$ cat src/rtl/pfd_cpump_core.sv
`default_nettype none
// ============================================================================
// Module : pfd_cpump_core
// Oversampled phase-frequency detector + saturating charge-pump integrator
// with lock detection. Optional leakage enabled by macro CPUMP_LEAK_EN.
// Rev    : 1.0
// ============================================================================
module pfd_cpump_core #(
  parameter int W           = 12,
  parameter int IC_CODE     = 2048,
  parameter int VMAX        = 4095,
  parameter int I_UP        = 8,
  parameter int I_DN        = 8,
  parameter int RST_DLY     = 1,
  parameter int LOCK_TOL    = 2,
  parameter int LOCK_CNT    = 16,
  parameter int LEAK_PERIOD = 256
) (
  input  logic         clk,
  input  logic         rst_n,
  input  logic         d,
  input  logic         refclk,
  input  logic         finalclk,
  output logic         up,
  output logic         down,
  output logic [W-1:0] vctrl,
  output logic         lock
);

  localparam int C_OVW = $clog2(RST_DLY + 1);
  localparam int C_GW  = $clog2(LOCK_CNT + 1);
  localparam logic signed [W+1:0] C_UP   = (W+2)'(I_UP);
  localparam logic signed [W+1:0] C_DN   = (W+2)'(I_DN);
  localparam logic signed [W+1:0] C_VMAX = (W+2)'(VMAX);
  localparam logic signed [W+1:0] C_ZERO = '0;
  localparam logic [C_OVW-1:0]    C_OVL  = C_OVW'(RST_DLY - 1);
  localparam logic [C_GW-1:0]     C_GMAX = C_GW'(LOCK_CNT);
  localparam logic [7:0]          C_TOL  = 8'(LOCK_TOL);

  if (RST_DLY < 1 || LOCK_CNT < 1 || LEAK_PERIOD < 2) begin : g_param_chk
    $error("pfd_cpump_core: illegal parameter value");
  end

  logic              r_ref_s1, r_ref_s2, r_ref_prev;
  logic              r_fb_s1, r_fb_s2, r_fb_prev;
  logic [C_OVW-1:0]  r_ov_cnt;
  logic [7:0]        r_width;
  logic [C_GW-1:0]   r_good;
  logic              w_ref_edge, w_fb_edge, w_clr, w_leak_tick;
  logic [C_GW-1:0]   w_good_nxt;
  logic signed [W+1:0] w_sum;
  logic [W-1:0]      w_pump, w_vnext;

  // Two-flop synchronizers plus edge history keep running regardless of d.
  always_ff @(posedge clk or negedge rst_n) begin
    if (!rst_n) begin
      r_ref_s1   <= 1'b0;
      r_ref_s2   <= 1'b0;
      r_ref_prev <= 1'b0;
      r_fb_s1    <= 1'b0;
      r_fb_s2    <= 1'b0;
      r_fb_prev  <= 1'b0;
    end else begin
      r_ref_s1   <= refclk;
      r_ref_s2   <= r_ref_s1;
      r_ref_prev <= r_ref_s2;
      r_fb_s1    <= finalclk;
      r_fb_s2    <= r_fb_s1;
      r_fb_prev  <= r_fb_s2;
    end
  end

`ifdef CPUMP_LEAK_EN
  localparam int C_LW = $clog2(LEAK_PERIOD);
  logic [C_LW-1:0] r_leak_cnt;

  always_ff @(posedge clk or negedge rst_n) begin
    if (!rst_n) begin
      r_leak_cnt <= '0;
    end else if (w_leak_tick) begin
      r_leak_cnt <= '0;
    end else begin
      r_leak_cnt <= r_leak_cnt + C_LW'(1);
    end
  end

  assign w_leak_tick = (r_leak_cnt == C_LW'(LEAK_PERIOD - 1));
`else
  assign w_leak_tick = 1'b0;
`endif

  always_comb begin
    w_ref_edge = r_ref_s2 & ~r_ref_prev;
    w_fb_edge  = r_fb_s2 & ~r_fb_prev;
    w_clr      = up & down & (r_ov_cnt == C_OVL);

    if (r_width <= C_TOL) begin
      w_good_nxt = (r_good == C_GMAX) ? r_good : r_good + C_GW'(1);
    end else begin
      w_good_nxt = '0;
    end

    w_sum = $signed({2'b00, vctrl}) + (up ? C_UP : C_ZERO) - (down ? C_DN : C_ZERO);
    if (w_sum < C_ZERO) begin
      w_pump = '0;
    end else if (w_sum > C_VMAX) begin
      w_pump = W'(VMAX);
    end else begin
      w_pump = w_sum[W-1:0];
    end

    // Leak is applied after saturation so it can pull down from VMAX but never wrap below 0.
    w_vnext = (w_leak_tick && (w_pump != '0)) ? w_pump - W'(1) : w_pump;
  end

  always_ff @(posedge clk or negedge rst_n) begin
    if (!rst_n) begin
      up       <= 1'b0;
      down     <= 1'b0;
      vctrl    <= W'(IC_CODE);
      lock     <= 1'b0;
      r_ov_cnt <= '0;
      r_width  <= '0;
      r_good   <= '0;
    end else if (!d) begin
      up       <= 1'b0;
      down     <= 1'b0;
      lock     <= 1'b0;
      r_ov_cnt <= '0;
      r_width  <= '0;
      r_good   <= '0;
    end else begin
      // An edge arriving in the clearing cycle re-arms its output.
      up       <= (up & ~w_clr) | w_ref_edge;
      down     <= (down & ~w_clr) | w_fb_edge;
      r_ov_cnt <= (up & down & ~w_clr) ? r_ov_cnt + C_OVW'(1) : '0;
      vctrl    <= w_vnext;
      if (w_ref_edge) begin
        r_width <= '0;
        r_good  <= w_good_nxt;
        lock    <= (w_good_nxt == C_GMAX);
      end else if ((up ^ down) && (r_width != 8'hFF)) begin
        r_width <= r_width + 8'd1;
      end
    end
  end

endmodule
`default_nettype wire

$ cat config.mk
export PLATFORM = sky130hd
export DESIGN_NAME = pfd_cpump_core
export DESIGN_NICKNAME = d
export VERILOG_FILES = /design/src/rtl/pfd_cpump_core.sv
export SDC_FILE = /design/constraint.sdc
export NUM_CORES = 1
export LEC_CHECK = 0
export CAP_MARGIN = 40
export CORE_UTILIZATION = 55
export DETAILED_ROUTE_END_ITERATION = 16
export PLACE_DENSITY = 0.86
export SLEW_MARGIN = 20
export SYNTH_ARGS = -nofsm -noshare
export SYNTH_HDL_FRONTEND = slang
export SYNTH_SLANG_ARGS = --single-unit
$ cat constraint.sdc
create_clock -name clk -period 8.4 [get_ports clk]
set_input_delay 1.26 -clock clk [delete_from_list [all_inputs] [get_ports clk]]
set_output_delay 1.26 -clock clk [all_outputs]
set_load 0.1 [all_outputs]
## Word level (Yosys, flattened, before mapping)

Cells that the tools add are included.
W data, S select, Z words.

| storage, ports and cells | value |
|---|---|
| bits in read-only memories | 0 |
| register bits after elaboration | 35 |
| memory bits (writable) | 0 |
| memories kept | 0 |
| latch bits | 0 |
| input bits | 5 |
| output and inout bits | 15 |
| word-level logic and storage cells | 58 |

| operators by class | value |
|---|---|
| equal/unequal tests | 5 |
| $add $sub $neg | 5 |
| shift operators | 0 |
| mux-type cells | 17 |
| bitwise logic cells | 14 |
| multipliers | 0 |
| reduce and logical (&&, ||, !) cells | 1 |
| divide/modulo/power cells | 0 |
| $lt $le $gt $ge | 3 |

Operators with widths:

| kind | number |
|---|---|
| $mux W12 | 2 |
| $mux W8 | 3 |
| $mux W5 | 4 |
| $gt A14 B13 Y1 const B | 1 |
| $lt A14 B1 Y1 const B | 1 |
| $sub A13 B4 Y14 | 1 |
| $add A12 B4 Y13 | 1 |
| $eq A5 B5 Y1 const B | 2 |
| $add A8 B1 Y8 const B | 1 |
| $le A8 B2 Y1 const B | 1 |
| $mux W4 | 2 |
| $ne A8 B8 Y1 const B | 1 |
| $and A1 B1 Y1 | 7 |
| $mux W1 | 6 |
| $add A5 B1 Y5 const B | 1 |
| $not A1 Y1 | 4 |
| $ne A3 B1 Y1 const B | 1 |
| $ne A2 B1 Y1 const B | 1 |
| $or A1 B1 Y1 | 2 |
| $add A1 B1 Y1 const B | 1 |
| $logic_and A1 B1 Y1 | 1 |
| $xor A1 B1 Y1 | 1 |

## Logic depth before layout (Yosys ltp)

| logic depth | value |
|---|---|
| depth after elaboration | 6 |
| depth in mapped cells | 11 |
| mapped depth without buffers | 10 |

## Worst setup path before layout

Ideal clock, no wire load.

| path | value |
|---|---|
| path kind | register to register |
| start point | reg up |
| end point | reg vctrl[5] |
| setup slack | 4.892 ns |
| cell stages (with the launch flop) | 11 |
| arrival time | 3.373 ns |
| clock period less this slack | 3.508 ns |
| library setup time | 0.134 ns |
| path through | dfrtp_1 > inv_1 > fa_1 > inv_1 > ha_1 > a311oi_1 > or4_1 > and4_1 > clkbuf_1 > nor3_1 > o22ai_1 |

| on the way | value |
|---|---|
| cells in the longest elaborated chain, start to end | 6 |
| elaborated cells between the ends (all ways) | 7 |
| classes of those cells | add/sub: 2; order compare: 2; mux: 3 |

Ends and longest elaborated chain:

| item | RTL line | source |
|---|---|---|
| start: declaration | 24 | `output logic up,` |
| start signal: assignment | 134 | `up <= (up & ~w_clr) \| w_ref_edge;` |
| $mux W4 (*) | 103 | `w_sum = $signed({2'b00, vctrl}) + (up ? C_UP : C_ZERO) - (down ? C_DN : C_ZERO);` |
| $add A12 B4 Y13 (*) | 103 |  |
| $sub A13 B4 Y14 (*) | 103 |  |
| $gt A14 B13 Y1 | 106 | `end else if (w_sum > C_VMAX) begin` |
| $mux W12 | 106 |  |
| $mux W12 (*) | 104 | `if (w_sum < C_ZERO) begin` |
| end signal: assignment | 120 | `vctrl <= W'(IC_CODE);` |
| end signal: assignment | 137 | `vctrl <= w_vnext;` |
| end: declaration | 26 | `output logic [W-1:0] vctrl,` |

Mark *: on every way between the ends. The rest lies on a longest branch, timed or not.
A chain may end at the register's enable or synchronous reset.

## Worst setup path in the final report

| path | value |
|---|---|
| start point | reg up |
| end point | reg vctrl[1] |

The elaborated chain is that of the path after synthesis.

==> metrics.md <==
| Metric | Value |
|---|---|
| Status | complete, no violations |
| Vias per cell | between 5 and 6 |
| DP HPWL | ~3.0 mm |
| Global-route wire length before repair | just under 7 mm |
| DR DRC count | 0 |
| Clk sinks | 34 |
| FILL cells | ~250 |
| HP Class | register to register |
| Post-route ant nets | 0 |
| Worst path required time | between 8000 and 9000 ps |
| Post-CTS sizing | 0 |
| DIE WIDTH | between 60 and 70 µm |
| Post-CTS setup buffers | 0 |
| Net Count, Synth | around 250 |
| Core area | approximately 0.0037 mm² |
| Nets | 285 |
| Tmin final | slightly above 3000 ps |
| Delay-heaviest family, CP | compound AO/OA/AOI/OAI gates |
| All-Layer GR Usage | 0.219 |
| TritonCTS clock tree | yes |
| Pre-CTS setup slack | between 5000 and 6000 ps |
| Main area contributors after synthesis | dfrtp_1 (39%), ha_1 (11%), xor2_1 (4.2%), inv_1 (3.8%), nor2_1 (3.6%) |
| 1st-iter DRT viols | ~110 |
| Final Hold Viols | 0 |
| Post-synthesis sequential area ratio | 0.406 |
| Clock Skews | roughly 8.3 ps |
| Synthesized area per cell | ~9.4 µm² |
| Ys Warns | 0 |
| Syn Inst Count | around 220 |
| Syn Std Cell Area | between 0.002 and 0.0025 mm² |
| Number of diodes | 0 |
| FMAX | about 0.32 GHz |
| Slowest-stage cell, CP | a311oi_1 |
| Starting Density | 0.573 |
| Clk root buf | clkbuf_8 |
| CTS Hold Buffers Added | 0 |
| Rows | 22 |
| Die footprint | around 0.004 mm² |
| CP arrival | 3300 ps |
| Clock buffer depth | 2 |
| Final Max Slew Viols | 0 |
| IO Pins | 20 |
| Synth top area share | 0.394 |
| Max incr delay on CP | ~450 ps |
| Clk_lat worst skew | 290 ps |
| Cell taking the most area after synthesis | dfrtp_1 |
| Critical Path Sink Type | register |
| Setup TNS | 0 ps |
| Drt pass-1 iters | 4 |
| # port buffers | 19 |
| WS Path Type | register to register |
| Worst Tran Pin Value | roughly 730 ps |
| Fin worst setup slack | roughly 5300 ps |
| CP Max Fanout | 9 |
| CP most frequent cell | inv_1 |
| Endpoints failing setup | 0 |
| Num CTS Buffers | 5 |
| Final Cycle Share | 0.371 |
| Post-Route WL | ~4.0 mm |
| Yosys cell types | 46 |
| Max-slew headroom | 0.506 |
| Area Growth Syn to Fin | 26.1% |
| Synthesized flop and latch total | 34 |
| Antenna violations before repair | 0 |
| RSZ-0062 raised after global routing | false |
| Crit path cell chain | inv_1, fa_1, inv_1, ha_1, a21o_1, a311oi_1, or4_1, and4_1, o21ai_0, a21oi_1 |
| Routed wire per std cell | 13.0 µm |
| Buf/Inv on CP | 2 |
| Share of cells above drive strength 1 | 0.115 |
| Max H-tree Level | 2 |
| Worst Setup Start Kind | register |
| Gp weighted congestion | about 0.85 |
| Max-cap violation count | 0 |
| Global route overflow | 0 |
| Largest net degree at the start of global routing | 35 |
| Routed vias | approximately 1.7k |
| Vias in the first global route | 1,560 |
| Die height | 63.7 µm |
| CTS clock-pin slew for the worst setup and hold paths | roughly 70 ps |
sequential cells by signal, indices dropped and copies added (netlist names):
signal and count:
r_width 8, r_fb_s2 1, up 1, r_fb_s1 1, r_ref_prev 1, vctrl 11, r_fb_prev 1, down 1
lock 1, r_ref_s1 1, r_ov_cnt 1, r_good 5, r_ref_s2 1
final timing paths:
kind | endpoint | from | slack, ps | cells past startpoint
worst max-delay path | vctrl[1] | up | 5290 | 10
worst min-delay path | r_ref_s2 | r_ref_s1 | 350 | 0
worst max register to register | vctrl[1] | up | 5290 | 10
worst min register to register | r_ref_s2 | r_ref_s1 | 350 | 0
max in group asynchronous | vctrl[11] | rst_n | 6710 | 2
min in group asynchronous | vctrl[10] | rst_n | 1360 | 2
cells in the final DEF (no fill, tap or decap), types with 4 or more instances in the layout:
| master | instances |
|---|---|
| clkdlybuf4s50_1 | 19 |
| o21ai_0 | 12 |
| inv_1 | 21 |
| xnor2_1 | 8 |
| nand2b_1 | 4 |
| nand4_1 | 4 |
| a21oi_1 | 9 |
| nor3_1 | 8 |
| xor2_1 | 10 |
| buf_8 | 15 |
| clkbuf_8 | 5 |
| dfrtp_1 | 33 |
| nand3_1 | 10 |
| nand2_1 | 15 |
| ha_1 | 18 |
| o22ai_1 | 7 |
| nor2_1 | 20 |
Yosys cell counts, drive strengths merged:
| cell | number |
|---|---|
| buf | 1 |
| nand4 | 4 |
| a31oi | 3 |
| or4b | 2 |
| ha | 18 |
| dfrtp | 33 |
| a21oi | 9 |
| conb | 1 |
| a31o | 1 |
| clkbuf | 3 |
| nor2b | 3 |
| o211ai | 3 |
| a41oi | 1 |
| mux2i | 1 |
| a311oi | 2 |
| nand2 | 15 |
| xor2 | 10 |
| nor3 | 8 |
| fa | 1 |
| clkinv | 1 |
| a211oi | 2 |
| nand2b | 4 |
| o21bai | 2 |
| xnor2 | 8 |
| nor4b | 1 |
| and2 | 2 |
| and4 | 1 |
| nor2 | 20 |
| inv | 21 |
| o22ai | 7 |
| o21ai | 13 |
| a21o | 2 |
| or3 | 1 |
| a22o | 1 |
| or4 | 2 |
| dfstp | 1 |
| nand3 | 11 |
| a311o | 1 |
| o2111ai | 1 |
| a2111oi | 1 |
| nor4 | 1 |
area by class of cell:
| cell class | instances | area [µm²] | share of cell area |
|---|---|---|---|
| multi-input combinational | 163 | 1140 | 0.433 |
| timing repair buffer | 35 | 423 | 0.160 |
| tap | 48 | 60.1 | 0.0227 |
| clock buffer | 6 | 72.6 | 0.0274 |
| sequential | 34 | 852 | 0.322 |
| clock inverter | 2 | 10.0 | 0.00379 |
| inverter | 22 | 82.6 | 0.0312 |
metrics by stage:
stage | util | cell area (µm²) | std cells | hold slack (ps)
after floorplan | - | 2100 | 223 | 331
after global placement | 0.638 | 2340 | 287 | 333
after detailed placement | 0.700 | 2560 | 302 | 338
after CTS | 0.722 | 2640 | 310 | 355
after global routing | 0.722 | 2640 | 310 | 370
final | 0.722 | 2640 | 310 | 353
cells by family after synthesis:
kind of cell	after synthesis	synth area share
simple gates	75	0.182
compound gates	49	0.165
buf+inv	26	0.0483
other cells	1	0.00179
flops	34	0.406
mux	1	0.00477
xor+xnor	18	0.0752
fa+ha+maj	19	0.117
per-layer routing:
layer	wire length, µm	global-route usage	share of wire
met4	76	0.0852	0.019
met1	1990	0.302	0.49
met5	0	0	0
met2	1750	0.328	0.43
met3	234	0.0571	0.058
worst reg2reg max path, cell delays in order (launching register included):
cell and delay [ps]:
dfrtp_1 420, inv_1 80, fa_1 410, inv_1 70, ha_1 290, a21o_1 230
a311oi_1 450, or4_1 280, and4_1 420, o21ai_0 130, a21oi_1 240
Power is left out: the tool's default activity adds up to more than one toggle a clock period on the data nets, which glitch-free logic cannot reach.
